===== src/rtl/fetch_queue_pkg.sv =====
// Shared constants for the fetch unit and its decoupling queue.
package fetch_queue_pkg;

    localparam int FETCHQ_DEPTH_DEFAULT = 4;   // queue entries when not overridden
    localparam int FETCHQ_PERF_W        = 32;  // performance counter width
    localparam int FETCHQ_INSTR_BYTES   = 4;   // fetch PC step per instruction

endpackage


===== src/rtl/fetchq_fifo.sv =====
// Circular buffer of {addr, instr} pairs between the instruction RAM and decode.
// A flush discards every entry in one cycle; push/pop in the same cycle as a
// flush are dropped. Storage clears on reset so the head reads 0 out of reset.
module fetchq_fifo
    import fetch_queue_pkg::*;
#(
    parameter int ADDR_W  = 32,
    parameter int INSTR_W = 32,
    parameter int DEPTH   = FETCHQ_DEPTH_DEFAULT,
    parameter int PTR_W   = $clog2(DEPTH),
    parameter int CNT_W   = $clog2(DEPTH + 1)
) (
    input  logic               clk,
    input  logic               reset,
    input  logic               i_push,
    input  logic [ADDR_W-1:0]  i_push_addr,
    input  logic [INSTR_W-1:0] i_push_instr,
    input  logic               i_pop,
    input  logic               i_flush,
    output logic [ADDR_W-1:0]  o_head_addr,
    output logic [INSTR_W-1:0] o_head_instr,
    output logic [CNT_W-1:0]   o_count,
    output logic               o_empty
);

    logic [ADDR_W-1:0]  r_addr  [DEPTH];
    logic [INSTR_W-1:0] r_instr [DEPTH];
    logic [PTR_W-1:0]   r_head;
    logic [PTR_W-1:0]   r_tail;
    logic [CNT_W-1:0]   r_count;

    logic w_full;
    logic w_do_pop;
    logic w_do_push;

    assign w_full    = (r_count == CNT_W'(DEPTH));
    assign o_empty   = (r_count == '0);
    assign w_do_pop  = i_pop & ~o_empty & ~i_flush;
    // A push into a full queue is only legal when the head leaves the same cycle.
    assign w_do_push = i_push & (~w_full | w_do_pop) & ~i_flush;

    assign o_count      = r_count;
    assign o_head_addr  = r_addr[r_head];
    assign o_head_instr = r_instr[r_head];

    // Pointer and occupancy update; flush empties the queue in one cycle.
    always_ff @(posedge clk) begin
        if (reset || i_flush) begin
            r_head  <= '0;
            r_tail  <= '0;
            r_count <= '0;
        end else begin
            if (w_do_push) r_tail <= r_tail + PTR_W'(1);
            if (w_do_pop)  r_head <= r_head + PTR_W'(1);
            case ({w_do_push, w_do_pop})
                2'b10:   r_count <= r_count + CNT_W'(1);
                2'b01:   r_count <= r_count - CNT_W'(1);
                default: r_count <= r_count;
            endcase
        end
    end

    // Entry storage; written at the tail on push.
    always_ff @(posedge clk) begin
        if (reset) begin
            for (int i = 0; i < DEPTH; i++) begin
                r_addr[i]  <= '0;
                r_instr[i] <= '0;
            end
        end else if (w_do_push) begin
            r_addr[r_tail]  <= i_push_addr;
            r_instr[r_tail] <= i_push_instr;
        end
    end

endmodule


===== src/rtl/fetch_queue.sv =====
// Instruction fetch unit: owns the fetch PC, issues sequential reads to a
// 1-cycle synchronous instruction RAM and buffers the returned words in
// fetchq_fifo for decode. A redirect squashes the queue and any read in flight.
// Optional feature macro: FETCHQ_PERF_EN builds the redirect and empty-cycle
// performance counters; without it both counter ports read 0.
module fetch_queue
    import fetch_queue_pkg::*;
#(
    parameter int                ADDR_W   = 32,
    parameter int                INSTR_W  = 32,
    parameter int                DEPTH    = FETCHQ_DEPTH_DEFAULT,
    parameter logic [ADDR_W-1:0] RESET_PC = '0
) (
    input  logic                     clk,
    input  logic                     reset,
    input  logic                     redirect_en,
    input  logic [ADDR_W-1:0]        redirect_pc,
    output logic                     imem_req,
    output logic [ADDR_W-1:0]        imem_addr,
    input  logic [INSTR_W-1:0]       imem_rdata,
    output logic                     out_valid,
    input  logic                     out_ready,
    output logic [INSTR_W-1:0]       out_instr,
    output logic [ADDR_W-1:0]        out_addr,
    output logic [FETCHQ_PERF_W-1:0] perf_flush_cnt,
    output logic [FETCHQ_PERF_W-1:0] perf_empty_cnt
);

    localparam int CNT_W = $clog2(DEPTH + 1);
    localparam int OCC_W = CNT_W + 1;

    logic [ADDR_W-1:0] r_fpc;
    logic [ADDR_W-1:0] r_req_addr;
    logic              r_inflight;

    logic [CNT_W-1:0]  w_count;
    logic              w_empty;
    logic              w_pop;
    logic [OCC_W-1:0]  w_occ;
    logic              w_issue;
    logic [ADDR_W-1:0] w_redirect_aligned;

    assign out_valid = ~w_empty;
    assign w_pop     = out_valid & out_ready;

    // Slots already committed (stored + in flight) after this cycle's pop;
    // a read is only issued when its response is guaranteed a slot.
    assign w_occ   = {1'b0, w_count} + OCC_W'(r_inflight) - OCC_W'(w_pop);
    assign w_issue = ~reset & ~redirect_en & (w_occ < OCC_W'(DEPTH));

    assign imem_req  = w_issue;
    assign imem_addr = r_fpc;

    assign w_redirect_aligned = redirect_pc & ~ADDR_W'(3);

    // Fetch PC, in-flight tracking and the address of the outstanding read.
    always_ff @(posedge clk) begin
        if (reset) begin
            r_fpc      <= RESET_PC;
            r_req_addr <= '0;
            r_inflight <= 1'b0;
        end else begin
            r_inflight <= w_issue;
            if (redirect_en) begin
                r_fpc <= w_redirect_aligned;
            end else if (w_issue) begin
                r_fpc      <= r_fpc + ADDR_W'(FETCHQ_INSTR_BYTES);
                r_req_addr <= r_fpc;
            end
        end
    end

    fetchq_fifo #(
        .ADDR_W  (ADDR_W),
        .INSTR_W (INSTR_W),
        .DEPTH   (DEPTH)
    ) u_fifo (
        .clk          (clk),
        .reset        (reset),
        .i_push       (r_inflight),
        .i_push_addr  (r_req_addr),
        .i_push_instr (imem_rdata),
        .i_pop        (w_pop),
        .i_flush      (redirect_en),
        .o_head_addr  (out_addr),
        .o_head_instr (out_instr),
        .o_count      (w_count),
        .o_empty      (w_empty)
    );

`ifdef FETCHQ_PERF_EN
    logic [FETCHQ_PERF_W-1:0] r_perf_flush;
    logic [FETCHQ_PERF_W-1:0] r_perf_empty;

    // Redirect count and decode-starved cycles; both wrap naturally.
    always_ff @(posedge clk) begin
        if (reset) begin
            r_perf_flush <= '0;
            r_perf_empty <= '0;
        end else begin
            if (redirect_en)             r_perf_flush <= r_perf_flush + FETCHQ_PERF_W'(1);
            if (~out_valid & out_ready)  r_perf_empty <= r_perf_empty + FETCHQ_PERF_W'(1);
        end
    end

    assign perf_flush_cnt = r_perf_flush;
    assign perf_empty_cnt = r_perf_empty;
`else
    assign perf_flush_cnt = '0;
    assign perf_empty_cnt = '0;
`endif

endmodule

===== config.mk =====
export PLATFORM = sky130hd
export DESIGN_NAME = fetch_queue
export DESIGN_NICKNAME = d
export VERILOG_FILES = /design/src/rtl/fetch_queue_pkg.sv /design/src/rtl/fetchq_fifo.sv /design/src/rtl/fetch_queue.sv
export SDC_FILE = /design/constraint.sdc
export NUM_CORES = 1
export LEC_CHECK = 0
export ABC_AREA = 1
export BUFFER_PORTS_ARGS = -buffer_cell sky130_fd_sc_hd__buf_2
export CAP_MARGIN = 20
export CORE_MARGIN = 2
export CORE_UTILIZATION = 62
export DETAILED_ROUTE_END_ITERATION = 7
export GPL_TIMING_DRIVEN = 1
export HOLD_SLACK_MARGIN = 0.15
export PLACE_DENSITY_LB_ADDON = 0.05
export SLEW_MARGIN = 20
export SYNTH_ARGS = -nofsm -noshare
export SYNTH_HDL_FRONTEND = slang
export SYNTH_SLANG_ARGS = --single-unit

===== constraint.sdc =====
create_clock -name clk -period 7.55 [get_ports clk]
set_input_delay 0.755 -clock clk [delete_from_list [all_inputs] [get_ports clk]]
set_output_delay 0.755 -clock clk [all_outputs]
set_load 0.05 [all_outputs]

# After elaboration in Yosys (flattened, before gate mapping)
# Memory sizes are Yosys's and may differ from the RTL's. A register that Yosys moved wholly into a read port is not among the register bits.
# Index checks and enable logic that the tools add are counted.
[word_totals]
ram_bits = 256
memories = 2
latch_bits = 0
word_cells = 58
mem_bits_ro = 0
reg_bits = 72
[mem_list]
columns = ["memory", "depth", "word_bits", "read_ports", "rd_ports_with_merged_regs", "wr", "line", "text"]
rows = [
  ["u_fifo.r_addr", 4, 32, 1, 1, 4, "fetchq_fifo.sv:26", "logic [ADDR_W-1:0] r_addr [DEPTH];"],
  ["u_fifo.r_instr", 4, 32, 1, 1, 4, "fetchq_fifo.sv:27", "logic [INSTR_W-1:0] r_instr [DEPTH];"],
]
[classes]
n_reduce_logical = 8
n_addsub = 7
bitwise = 12
order_cmp = 1
n_mux = 18
div_mod_pow = 0
eq_ne = 3
shifts = 0
multipliers = 0
[op_table]
columns = ["operator", "n"]
rows = [
  ["$mux 32", 4],
  ["$reduce_or 32->1", 2],
  ["$add 32x3->32 const B", 1],
  ["$mux 2", 6],
  ["$and 1x1->1", 7],
  ["$mux 1", 7],
  ["$pmux 3 s2", 1],
  ["$add 2x1->2 const B", 2],
  ["$add 3x1->4", 1],
  ["$lt 4x3->1 const B", 1],
  ["$not 1->1", 4],
  ["$reduce_bool 2->1", 2],
  ["$sub 4x1->4", 1],
  ["$add 3x1->3 const B", 1],
  ["$eq 3x3->1 const B", 1],
  ["$logic_not 3->1", 1],
  ["$sub 3x1->3 const B", 1],
  ["$eq 2x1->1 const B", 1],
  ["$eq 2x2->1 const B", 1],
  ["$reduce_and 2->1", 1],
  ["$reduce_or 2->1", 1],
  ["$logic_or 1x1->1", 1],
  ["$or 1x1->1", 1],
]

# Longest topological paths before layout
[logic_depth]
word_depth = 13
mapped_depth = 16
depth_no_buf = 15

# By module
# Synthesis repeated with hierarchy kept, for this count alone.
[unflattened]
cells_unflattened = 1678
area_unflattened_um2 = 15523.6
[modules_own_cells]
columns = ["mod", "area_each_um2", "n_inst", "cells_per_inst"]
rows = [
  ["fetchq_fifo", 11532.3, 1, 1054],
  ["fetch_queue", 3991.3, 1, 624],
]

# Least setup slack after synthesis
# OpenSTA, ideal clock, no wires.
[synth_path]
path_type = "input-to-reg"
from = "input redirect_en"
to = "memory u_fifo.r_addr[0][10], enable pin"
setup_time_ns = 0.421
stages = 9
slack_ns = 4.094
t_arrival_ns = 3.034
cell_sequence = "buf_2 inv_2 nand3_4 nor2_2 inv_2 nor2_4 nand2_2 buf_2 nand2_1"
[synth_lines]
columns = ["element", "line", "text"]
rows = [
  ["start, declared", "fetch_queue.sv:16", "input logic redirect_en,"],
  ["end, declared", "fetchq_fifo.sv:26", ""],
]

==> impl_metrics.env <==
export IMPL_row_count=56
export IMPL_cp_top_family="buffers and inverters"
export IMPL_postCtsSetupBuffers=0
export IMPL_h_tree_depth=1
export IMPL_setup_tns_ns=0
export IMPL_hold_path_class="input pin to register"
export IMPL_slew_headroom_pct=32.9
export IMPL_drive_above_1_share_pct=15.1
export IMPL_clk_pin_slew_ns=0.06
export IMPL_hold_path_startpoint="redirect_pc[4]"
export IMPL_dieArea_um2=25100
export IMPL_core_um2=23500
export IMPL_grt_overflow=0
export IMPL_startpoint_type="input pin"
export IMPL_synth_cells=1607
export IMPL_post_cts_resized=0
export IMPL_syn_to_final_growth_pct=11.6
export IMPL_drc=0
export IMPL_worst_slew_pin_slew_ns=1.01
export IMPL_clock_path_buffers=3
export IMPL_cp_num_buf_inv=5
export IMPL_p_leak_nw=6.72
export IMPL_ios=230
export IMPL_ff2ff_setup_slack_ns=3.96
export IMPL_finClkSkew_ns=0.0145
export IMPL_fin_crit_sh_pct=56.1
export IMPL_grt_pass1_wl_um=54300
export IMPL_final_cells=2063
export IMPL_drtPass1Iterations=6
export IMPL_report_final_slew_viol_count=0
export IMPL_ys_seq_area_share_pct=59.7
export IMPL_hpwl_um=20100
export IMPL_cp_arrival_ns=4.44
export IMPL_grt_pass1_vias=10600
export IMPL_io_buffers=159
export IMPL_ys_warn_count=0
export IMPL_crit_chain="buf_2 -> inv_2 -> nand3_4 -> nor2_2 -> inv_2 -> nor2_4 -> nand2_2 -> buf_4 -> nand2_2 -> buf_4"
export IMPL_nFillCells=1871
export IMPL_max_cap_violations=0
export IMPL_hold_end="imem_addr[4]"
export IMPL_grt_antenna_before_repair=0
export IMPL_r2r_start="u_fifo.o_count[1]"
export IMPL_gp_congestion=0.918
export IMPL_clk_latency_ns=0.56
export IMPL_holdBufCountCts=0
export IMPL_grt_setup_unrepaired="no"
export IMPL_grt_max_degree=74
export IMPL_cts_buffers=31
export IMPL_synth_seq_cells=318
export IMPL_netlist_area_um2=14800
export IMPL_crit_slowest_cell="buf_4"
export IMPL_endpoint_kind="register"
export IMPL_fin_crit_ns=4.23
export IMPL_nets=1794
export IMPL_clockRootBuffer="clkbuf_16"
export IMPL_p_per_area_nw_per_um2=240
export IMPL_cpPeakStageDelay_ns=0.60
export IMPL_rr_worst_depth=10
export IMPL_cts_tree="done"
export IMPL_finalSetupViolCount=0
export IMPL_multi_input_area_um2=4820
export IMPL_via_per_inst=5.53
export IMPL_routed_wl_um=35200
export IMPL_design_area_um2=16500
export IMPL_die_w_um=159
export IMPL_place_area_um2=15500
export IMPL_outcome="finished clean"
export IMPL_dp_cells=2005
export IMPL_die_h_um=159
export IMPL_postLayoutCoreUtil_pct=70.4
export IMPL_fmax_ghz=0.236
export IMPL_critPathKind="input pin to register"
export IMPL_grt_usage_pct=27.7
export IMPL_hold_viol_final=0
export IMPL_wl_per_cell_um=17.1
export IMPL_ant_nets=0
export IMPL_cp_required_ns=7.75
export IMPL_ir_drop_uv=175
export IMPL_ff_latch_area_um2=8850
export IMPL_crit_fanout=63
export IMPL_initial_core_util_pct=63.1
export IMPL_via_count=11400
export IMPL_postSynthAreaPerCell_um2=9.22
export IMPL_hold_depth=3
export IMPL_antenna_diode_count=0
export IMPL_drt_iter0_markers=1104
export IMPL_hold_ws_ns=0.491
export IMPL_clock_sinks=318
export IMPL_reg2reg_to="u_fifo.r_addr[0][18]"
export IMPL_synth_cell_types=36
-- stage by stage --
step	worst slack, ns	power (mW)
after floorplan	4.09	2.36
after global placement	2.84	2.43
after detailed placement	2.77	2.43
after CTS	3.35	3.97
after global routing	3.09	4.07
final	3.32	3.96
-- routing by layer --
metal  track usage, %  part of all wire, %  up-vias
met5                0                    0        -
met4             8.84                  2.5        0
met3             3.35                  8.3       64
met2             46.3                   48      526
met1             38.2                   42     5337
li1                 -                    -     5482
-- state kept, by name, summed over array words and instances, names as in the netlist, named ones only --
name and cells:
u_fifo.r_instr 128, r_inflight 1, u_fifo.r_addr 120, imem_addr 30, r_req_addr 30, u_fifo.o_count 3
u_fifo.r_tail 2, u_fifo.r_head 2
-- power by group --
part           switching (mW)  total [mW]  internal, mW
sequential             0.0373        2.00          1.96
combinational           0.327       0.401        0.0736
clock                   0.665        1.56         0.900
-- cell usage after synthesis (all sizes together) --
library cell,count,area share [%]
o22ai,62,2.6
clkbuf,52,1.3
clkinv,1,0.025
nand2,183,4.9
nor3b,1,0.051
nand4,3,0.13
edfxtp,248,50
inv,128,3.2
nand3b,1,0.051
ha,5,0.42
a22oi,5,0.25
or2,1,0.042
a21oi,64,2.2
a21boi,2,0.10
dfxtp,70,9.5
o21ai,176,5.9
conb,1,0.025
nor2,396,10
nor3,34,1.1
o21a,1,0.051
nand3,61,2.2
fa,1,0.14
xor2,1,0.059
and2,1,0.042
buf,109,4.9
-- worst reg2reg max path: stages, from the launching register on --
cell and delay [ns]:
dfxtp_1 0.35, nor2_1 0.16, nand3_1 0.15, nand3_4 0.12, nor2_2 0.07, inv_2 0.51, nor2_4 0.07, nand2_2 0.07
buf_4 0.60, nand2_2 0.59, buf_4 0.52
-- area by class of cell --
class / instances / share of cell area (%)
clock buffers: 41 / 5.61
flip-flops and latches: 318 / 53.6
multi-input cells: 1066 / 29.2
well taps: 319 / 2.42
repair buffers: 174 / 5.57
inverters: 129 / 2.94
clock inverters: 16 / 0.727
-- cells by family (layout without fill, tap and decap cells) --
family | Yosys count | after routing | synth area share (%)
other | 1 | 68 | 0.0253
AOI/OAI and AO/OA | 310 | 310 | 11.1
adders and majority gates | 6 | 6 | 0.557
buffers and inverters | 290 | 360 | 9.48
and+or+nand+nor | 681 | 681 | 19.0
xor gates and xnor gates | 1 | 1 | 0.0591
DFF | 318 | 318 | 59.7
-- worst max-delay path by stage --
stage | cells after the start | endpoint | startpoint | slack [ns]
after floorplan | 9 | u_fifo.r_addr[0][10] | redirect_en | 4.09
after global placement | 10 | u_fifo.r_instr[0][25] | redirect_en | 2.84
after detailed placement | 10 | u_fifo.r_addr[0][16] | redirect_en | 2.77
after CTS | 10 | u_fifo.r_addr[0][16] | redirect_en | 3.35
after global routing | 10 | u_fifo.r_instr[0][20] | redirect_en | 3.09
final | 10 | u_fifo.r_addr[0][18] | redirect_en | 3.32
-- placed cells by master, fill, tap and decap left out, drive strengths merged, types with 41 or more instances in the layout --
cell type / count
o22ai: 62
inv: 131
nor2: 396
a21oi: 64
buf: 174
clkbuf: 41
o21ai: 176
conb: 68
dfxtp: 70
nand2: 183
nand3: 61
edfxtp: 248
Note: power is estimated with default switching activity, not from simulation.
